==> src/rtl/fetch_pkg.sv <==
// fetch_pkg: shared state encoding and latency constants for the fetch controller.
package fetch_pkg;
  typedef enum logic [1:0] {F_IDLE, F_REQ, F_WAIT, F_HOLD} fetch_state_t;
  localparam int LAT_W = 3;
  localparam int ROM_LAT_MIN = 1;
  localparam int ROM_LAT_MAX = 4;
endpackage

==> src/rtl/fetch_lat_cnt.sv <==
// fetch_lat_cnt: loadable down-counter that flags its last cycle (count == 1).
module fetch_lat_cnt
  import fetch_pkg::*;
(
  input  logic             clock,
  input  logic             reset_n,
  input  logic             load,
  input  logic             dec,
  input  logic [LAT_W-1:0] load_val,
  output logic             last
);
  logic [LAT_W-1:0] count;
  always_ff @(posedge clock or negedge reset_n)
    if (!reset_n) count <= '0;
    else if (load) count <= load_val;
    else if (dec && count != '0) count <= count - LAT_W'(1);
  assign last = count == LAT_W'(1);
endmodule

==> src/rtl/fetch_ctrl.sv <==
// fetch_ctrl: sequences PC/ROM for instruction fetch and hands words to decode via valid/ready.
module fetch_ctrl
  import fetch_pkg::*;
#(
  parameter int ADDR_W  = 16,
  parameter int DATA_W  = 16,
  parameter int ROM_LAT = 1
) (
  input  logic              clock,
  input  logic              reset_n,
  input  logic              start,
  input  logic              halt,
  input  logic              branch_valid,
  input  logic [ADDR_W-1:0] branch_target,
  input  logic [ADDR_W-1:0] pc_cur,
  output logic              pc_inc,
  output logic              pc_load,
  output logic [ADDR_W-1:0] pc_load_addr,
  output logic              rom_cen,
  output logic              rom_ren,
  input  logic [DATA_W-1:0] rom_data,
  output logic              instr_valid,
  input  logic              instr_ready,
  output logic [DATA_W-1:0] instr,
  output logic [ADDR_W-1:0] instr_pc
);
  if (ROM_LAT < ROM_LAT_MIN || ROM_LAT > ROM_LAT_MAX) begin : g_bad_lat
    $error("fetch_ctrl: ROM_LAT out of range");
  end
  fetch_state_t state, state_nxt;
  logic last, handshake, capture;
  logic [ADDR_W-1:0] req_pc;
  assign handshake = state == F_HOLD && instr_ready;
  assign capture = state == F_WAIT && last && !branch_valid;
  assign pc_load_addr = branch_target;
  fetch_lat_cnt u_lat (
    .clock    (clock),
    .reset_n  (reset_n),
    .load     (state == F_REQ),
    .dec      (state == F_WAIT),
    .load_val (LAT_W'(ROM_LAT)),
    .last     (last)
  );
  always_ff @(posedge clock or negedge reset_n)
    if (!reset_n) state <= F_IDLE;
    else state <= state_nxt;
  // A branch restarts fetch unless a halting handshake retires the stage in the same cycle.
  always_comb begin
    state_nxt = state;
    pc_load = reset_n && branch_valid;
    pc_inc = state == F_REQ && !branch_valid;
    rom_cen = state == F_REQ;
    rom_ren = state == F_REQ;
    case (state)
      F_IDLE: state_nxt = start && !halt ? F_REQ : F_IDLE;
      F_REQ: state_nxt = F_WAIT;
      F_WAIT: state_nxt = last ? F_HOLD : F_WAIT;
      F_HOLD: state_nxt = handshake ? (halt ? F_IDLE : F_REQ) : F_HOLD;
      default: state_nxt = F_IDLE;
    endcase
    if (branch_valid && state != F_IDLE && !(handshake && halt)) state_nxt = F_REQ;
  end
  always_ff @(posedge clock or negedge reset_n)
    if (!reset_n) begin
      req_pc <= '0;
      instr <= '0;
      instr_pc <= '0;
      instr_valid <= 1'b0;
    end else begin
      if (state == F_REQ) req_pc <= pc_cur;
      if (capture) begin
        instr <= rom_data;
        instr_pc <= req_pc;
        instr_valid <= 1'b1;
      end else if (handshake || branch_valid) instr_valid <= 1'b0;
    end
endmodule

==> config.mk <==
export PLATFORM = sky130hd
export DESIGN_NAME = fetch_ctrl
export DESIGN_NICKNAME = d
export VERILOG_FILES = /design/src/rtl/fetch_pkg.sv /design/src/rtl/fetch_lat_cnt.sv /design/src/rtl/fetch_ctrl.sv
export SDC_FILE = /design/constraint.sdc
export NUM_CORES = 1
export LEC_CHECK = 0
export ABC_CLOCK_PERIOD_IN_PS = 1400
export CAP_MARGIN = 20
export CORE_UTILIZATION = 39
export CTS_BUF_LIST = sky130_fd_sc_hd__clkbuf_4 sky130_fd_sc_hd__clkbuf_8
export DETAILED_ROUTE_END_ITERATION = 8
export PLACE_DENSITY = 0.78
export SETUP_SLACK_MARGIN = 0.05
export SLEW_MARGIN = 20
export SYNTH_ARGS = -nofsm -noshare
export SYNTH_HDL_FRONTEND = slang
export SYNTH_SLANG_ARGS = --single-unit
==> constraint.sdc <==
create_clock -name clock -period 1.4 [get_ports clock]
set_input_delay 0.14 -clock clock [delete_from_list [all_inputs] [get_ports clock]]
set_output_delay 0.14 -clock clock [all_outputs]
set_load 0.1 [all_outputs]
==> metrics, run 1 <==
RSZ-0062 raised after global routing=true; path type of the worst setup path=flop to flop; vias=1497; fmax=639.5 MHz; # rows=28; CTS tree=done; share of layout cells above drive strength 1=0.5779; Syn Std Cell Area=2425 um2; failing checks=negative setup slack; Crit path largest cell delay=0.43 ns; GR peak layer=met2; Slowest-stage cell, CP=dfrtp_1; count of state elements after synthesis=54; non-filler instance count after layout=319; Avg Inst Size Synth=15.44 um2; sequential area share after synthesis=0.5573; Synth Net Count=214; period utilisation layout=1.117; largest net degree at the start of global routing=55; Hold WC Path Type=primary input to output pin; GRT overflow=0; Worst Path Arrival=1.75 ns; Max Cap Viol=0; die width=80.85 um; DP Wirelength=3.385 mm; Total GRT Usage=0.1555; clock sink count=54; initial detailed-routing violation count=39; r2r startpoint=u_lat.count[0]; Core Region=5956 um2; die area=6537 um2; first-pass GRT wire length=7.576 mm; H-tree Lvls=2; die height=80.85 um; CTS Root Cell=clkbuf_8; final setup fails=35; Core Util, Final=0.6620; grt met1 use=0.1939; Area Overhead vs Synth=62.59%; WP data required=1.58 ns; post-route ant nets=0; status=finished, violations left; GR Layer Usage met2=0.2555; worst-margin pin slew=0.3159 ns; IO Port Bufs=74; vias in the first global route=1498; CP startpoint kind=flop; final net count=300; Clock Latency Late Sink=0.30 ns; YS warnings=0; IO Count=107; Clock transition at path regs=0.09 ns; crit path buf inv count=1; Tmin final=1.564 ns; vias per cell=4.693; synth unique cells=25; clk_skew=0.008084 ns; Top delay family on crit path=flip-flops; Mapped Cells=157; Max Slew Vio Count=0; Antenna Cells=0; GR Util met3=0.05169; worst hold start=branch_target[11]; Remaining DRCs=0; CTS Buf Count=5; setup TNS=-4.439 ns; CP Cell Sequence=ha_4 > and2b_2 > nand3_4 > buf_6 > mux2_4; final setup margin=-0.1637 ns; CP Max Fanout=8; fill count=426; Final GP Congestion=0.7300; Placed Cells=293; Critical Path End Type=flop; Hold Vio Cnt, Final=0; drt pass-1 iters=2; final WL=5.054 mm; antenna violations before repair=0; Slew HR=0.7876; crit path launch=u_lat.count[0]; Starting Density=0.4071; WL per Instance=15.84 um; number of buffers on the longest clock path=2
[cells in the mapped netlist]
cell type,instances,share of area
mux2_2,20,0.093
buf_4,19,0.059
buf_6,5,0.023
and2_1,1,0.0026
nor2_4,1,0.0046
nand2_1,1,0.0015
nor2b_1,3,0.0077
o22a_1,1,0.0036
nor2_1,1,0.0015
mux2_4,29,0.18
dfrtp_1,54,0.56
nor4_1,1,0.0026
nand3_1,1,0.0021
o31ai_1,1,0.0031
inv_1,4,0.0062
o21ai_0,2,0.0041
nand4_1,1,0.0026
nand3b_1,1,0.0031
nor3_1,1,0.0021
ha_1,3,0.015
a2bb2oi_1,2,0.0072
and2b_1,1,0.0031
nand2b_1,1,0.0026
nand3_4,1,0.0072
o22ai_1,2,0.0052
[through the flow]
stage	setup WS, ns	instance area, um2	hold WS, ns
detailed placement	-0.1428	3581	0.2123
global placement	-0.09129	3581	0.2196
finish	-0.1637	3943	0.2800
floorplan	-0.1231	2464	-0.1556
CTS	-0.1473	3751	0.2807
global route	-0.1965	3943	0.2801
[repair_timing]
item,in CTS,in global routing
resized for setup,11,10
endpoints found under the hold margin,54,0
pin swaps,4,3
cloned,0,2
endpoints found under the setup margin,40,39
buffers inserted,2,13
hold buffers,1,0
[routing by layer]
metal	up-vias	routed length, um
li1	692	-
met1	733	2195
met2	59	2439
met3	13	356
met4	0	62
met5	-	0
[logic make-up after synthesis]
logic type | synth area share
simple gates | 0.04335
flops | 0.5573
buf+inv | 0.08823
fa+ha+maj | 0.01548
mux | 0.2724
compound gates | 0.02322
[final timing paths]
kind | end | slack, ns | cells past startpoint
min in group asynchronous | instr_pc[0] | 0.42 | 3
hold reg to reg | instr_pc[7] | 0.50 | 1
setup reg to reg | instr[12] | -0.16 | 5
setup / recovery | instr[12] | -0.16 | 5
hold / removal | pc_load_addr[11] | 0.28 | 0
max in group asynchronous | state[1] | 0.74 | 3
[area by class of cell]
cell class / instances / area (um2) / share of cell area
tap: 75 / 93.84 / 0.02380
timing repair buffer: 103 / 1419 / 0.3599
multi-input combinational: 75 / 963.4 / 0.2444
sequential: 54 / 1353 / 0.3431
clock buffer: 6 / 82.58 / 0.02095
clock inverter: 2 / 12.51 / 0.003174
inverter: 4 / 18.77 / 0.004760
[placed cells by master, fill, tap and decap left out, types with 2 or more instances in the layout]
cell type	instances
nor2b_4	2
dfrtp_1	53
buf_12	41
clkinvlp_4	2
clkbuf_16	2
inv_1	2
mux2_2	17
clkbuf_8	6
a2bb2oi_2	2
buf_4	20
mux2_4	32
ha_4	2
buf_6	2
clkdlybuf4s50_1	36
[flip-flops by register name (all words and copies together), names as in the netlist]
signal       flops
instr           16
instr_pc        16
instr_valid      1
req_pc          16
state            2
u_lat.count      3
Power of run 1 is left out: the tool's default activity adds up to more than one toggle a clock period on the data nets, which glitch-free logic cannot reach.
==> inputs of run 2 (changes only) <==
ABC_CLOCK_PERIOD_IN_PS = unset   (was 1400)
==> results of run 2 <==
Final layout, timing and power as in run 1 (identical DEF).
Power of run 2 is left out for the same reason.
==> inputs of run 3 (changes only) <==
CORE_UTILIZATION = 35   (was 39)
PLACE_DENSITY = 0.71   (was 0.78)
==> run 3 against run 2 <==
Effect of this change: via count shrank 3.7%; non-clock buffer count shrank 15; fmax grew 2.1%; the run still ends with negative setup slack left; design area shrank 4.6%; die area grew 11%; sequential share of layout area grew 1.7 points.
==> metrics, run 3 (synthesized netlist as in run 1, its figures left out) <==
status=finished, violations left (unchanged); failing checks=negative setup slack (unchanged); final net count=285 (was 300); CP Max Fanout=15 (was 8); vias in the first global route=1490 (was 1498); Hold WC Path Type=primary input to output pin (unchanged); antenna violations before repair=0 (unchanged); drt pass-1 iters=2 (unchanged); crit path buf inv count=1 (unchanged); die area=7265 um2 (was 6537 um2); reg2reg path depth=5 (unchanged); vias=1441 (was 1497); Area Overhead vs Synth=55.06% (was 62.59%); Hold Vio Cnt, Final=0 (unchanged); CP startpoint kind=flop (unchanged); IO Port Bufs=74 (unchanged); period utilisation layout=1.094 (was 1.117); clk_skew=0.005077 ns (was 0.008084 ns); H-tree Lvls=2 (unchanged); Crit path largest cell delay=0.43 ns (about the same); CTS Buf Count=5 (unchanged); fill count=510 (was 426); GRT overflow=0 (unchanged); Tmin final=1.532 ns (was 1.564 ns); initial detailed-routing violation count=35 (was 39); DP Area=3591 um2 (was 3581 um2); Slew HR=0.8112 (was 0.7876); # rows=29 (was 28); first-pass GRT wire length=7.521 mm (was 7.576 mm); largest net degree at the start of global routing=55 (unchanged); biggest regs=instr x16, instr_pc x16, req_pc x16 (unchanged); Antenna Cells=0 (unchanged); CTS tree=done (unchanged); hold path cells=0 (unchanged); commonest non-fill, non-tap cells in the layout=dfrtp_1, buf_12, clkdlybuf4s50_1, mux2_4, mux2_2 (was dfrtp_1, buf_12, clkdlybuf4s50_1, mux2_4, buf_4); Top delay family on crit path=flip-flops (unchanged); post-route ant nets=0 (unchanged); Core Region=6531 um2 (was 5956 um2); Slowest-stage cell, CP=dfrtp_1 (unchanged); RSZ-0062 raised after global routing=true (unchanged); Reg2Reg Setup Slack=-0.13 ns (was -0.16 ns); Max Slew Vio Count=0 (unchanged); fin area=3760 um2 (was 3943 um2); setup TNS=-3.549 ns (was -4.439 ns); hold endpoint=pc_load_addr[8] (was pc_load_addr[11]); WP data required=1.59 ns (was 1.58 ns); share of layout cells above drive strength 1=0.5328 (was 0.5779); Total GRT Usage=0.1348 (was 0.1555); Worst Path Arrival=1.72 ns (was 1.75 ns); path type of the worst setup path=flop to flop (unchanged); final WL=4.588 mm (was 5.054 mm); Starting Density=0.3713 (was 0.4071); DP Wirelength=3.175 mm (was 3.385 mm); worst-margin pin slew=0.2832 ns (was 0.3159 ns); Remaining DRCs=0 (unchanged); worst hold start=branch_target[8] (was branch_target[11]); vias per cell=4.709 (was 4.693); CP Cell Sequence=ha_4 > and2b_1 > nand3_4 > buf_12 > mux2_2 (was ha_4 > and2b_2 > nand3_4 > buf_6 > mux2_4); Critical Path End Type=flop (unchanged); most common cell after layout, fill and taps aside=dfrtp_1 (unchanged); die width=85.24 um (was 80.85 um); IO Count=107 (unchanged); number of buffers on the longest clock path=2 (unchanged); Final GP Congestion=0.7328 (was 0.7300); die height=85.24 um (was 80.85 um); final setup margin=-0.1318 ns (was -0.1637 ns); final setup fails=37 (was 35); Clock transition at path regs=0.09 ns (about the same); CTS Root Cell=clkbuf_8 (unchanged); Reg-to-Reg End=instr_pc[1] (was instr[12]); clock sink count=54 (unchanged); WL per Instance=14.99 um (was 15.84 um); r2r startpoint=u_lat.count[0] (unchanged); Max Cap Viol=0 (unchanged); fmax=652.8 MHz (was 639.5 MHz); Clock Latency Late Sink=0.30 ns (about the same)
-- run 3: cell types whose count changed in the layout (fill, tap and decap cells not counted), sizes merged --
cell      change
clkinvlp      -2
buf          -13
clkbuf        -2
clkinv        +1
inv           +1
-- run 3: worst max path at each step --
stage | depth (start not counted) | end | startpoint | slack (ns)
2_1_floorplan | 5 | state[0] | state[1] | -0.12
3_3_place_gp | 6 | u_lat.count[0] | u_lat.count[0] | -0.09
3_5_place_dp | 6 | u_lat.count[0] | u_lat.count[0] | -0.16
4_1_cts | 5 | instr_pc[1] | u_lat.count[0] | -0.13
5_1_grt | 6 | instr[5] | u_lat.count[1] | -0.18
6_report | 5 | instr_pc[1] | u_lat.count[0] | -0.13
-- run 3: cell type report --
type | count | area (um2) | area share
clock buffer | 6 | 76.32 | 0.02030
clock inverter | 2 | 13.76 | 0.003661
inverter | 4 | 15.01 | 0.003993
multi-input combinational | 75 | 934.6 | 0.2486
sequential | 54 | 1353 | 0.3597
tap | 77 | 96.34 | 0.02562
timing repair buffer | 88 | 1271 | 0.3381
-- run 3: metrics by stage --
| stage | util | std cells | setup WS [ns] | hold WS [ns] |
|---|---|---|---|---|
| after floorplan | - | 157 | -0.1231 | -0.1556 |
| after global placement | 0.5498 | 296 | -0.09153 | 0.2215 |
| after detailed placement | 0.5498 | 296 | -0.1589 | 0.2166 |
| after CTS | 0.5720 | 305 | -0.1294 | 0.2807 |
| after global routing | 0.5757 | 306 | -0.1763 | 0.2801 |
| final | 0.5757 | 306 | -0.1318 | 0.2800 |
-- run 3: routing by layer --
| metal | global-route usage | part of all wire | vias up |
|---|---|---|---|
| met5 | 0 | 0 | - |
| met4 | 0.04314 | 0.013 | 0 |
| li1 | - | - | 665 |
| met2 | 0.1979 | 0.45 | 53 |
| met3 | 0.04961 | 0.076 | 10 |
| met1 | 0.1851 | 0.46 | 713 |
-- run 3: repair_timing --
| action | CTS | global route |
|---|---|---|
| pin swaps | 3 | 2 |
| hold buffers | 1 | 0 |
| gates resized for setup | 11 | 3 |
| endpoints found under the hold margin | 54 | 0 |
| buffers inserted | 0 | 1 |
| endpoints found under the setup margin | 39 | 39 |
Power of run 3 is left out for the same reason.
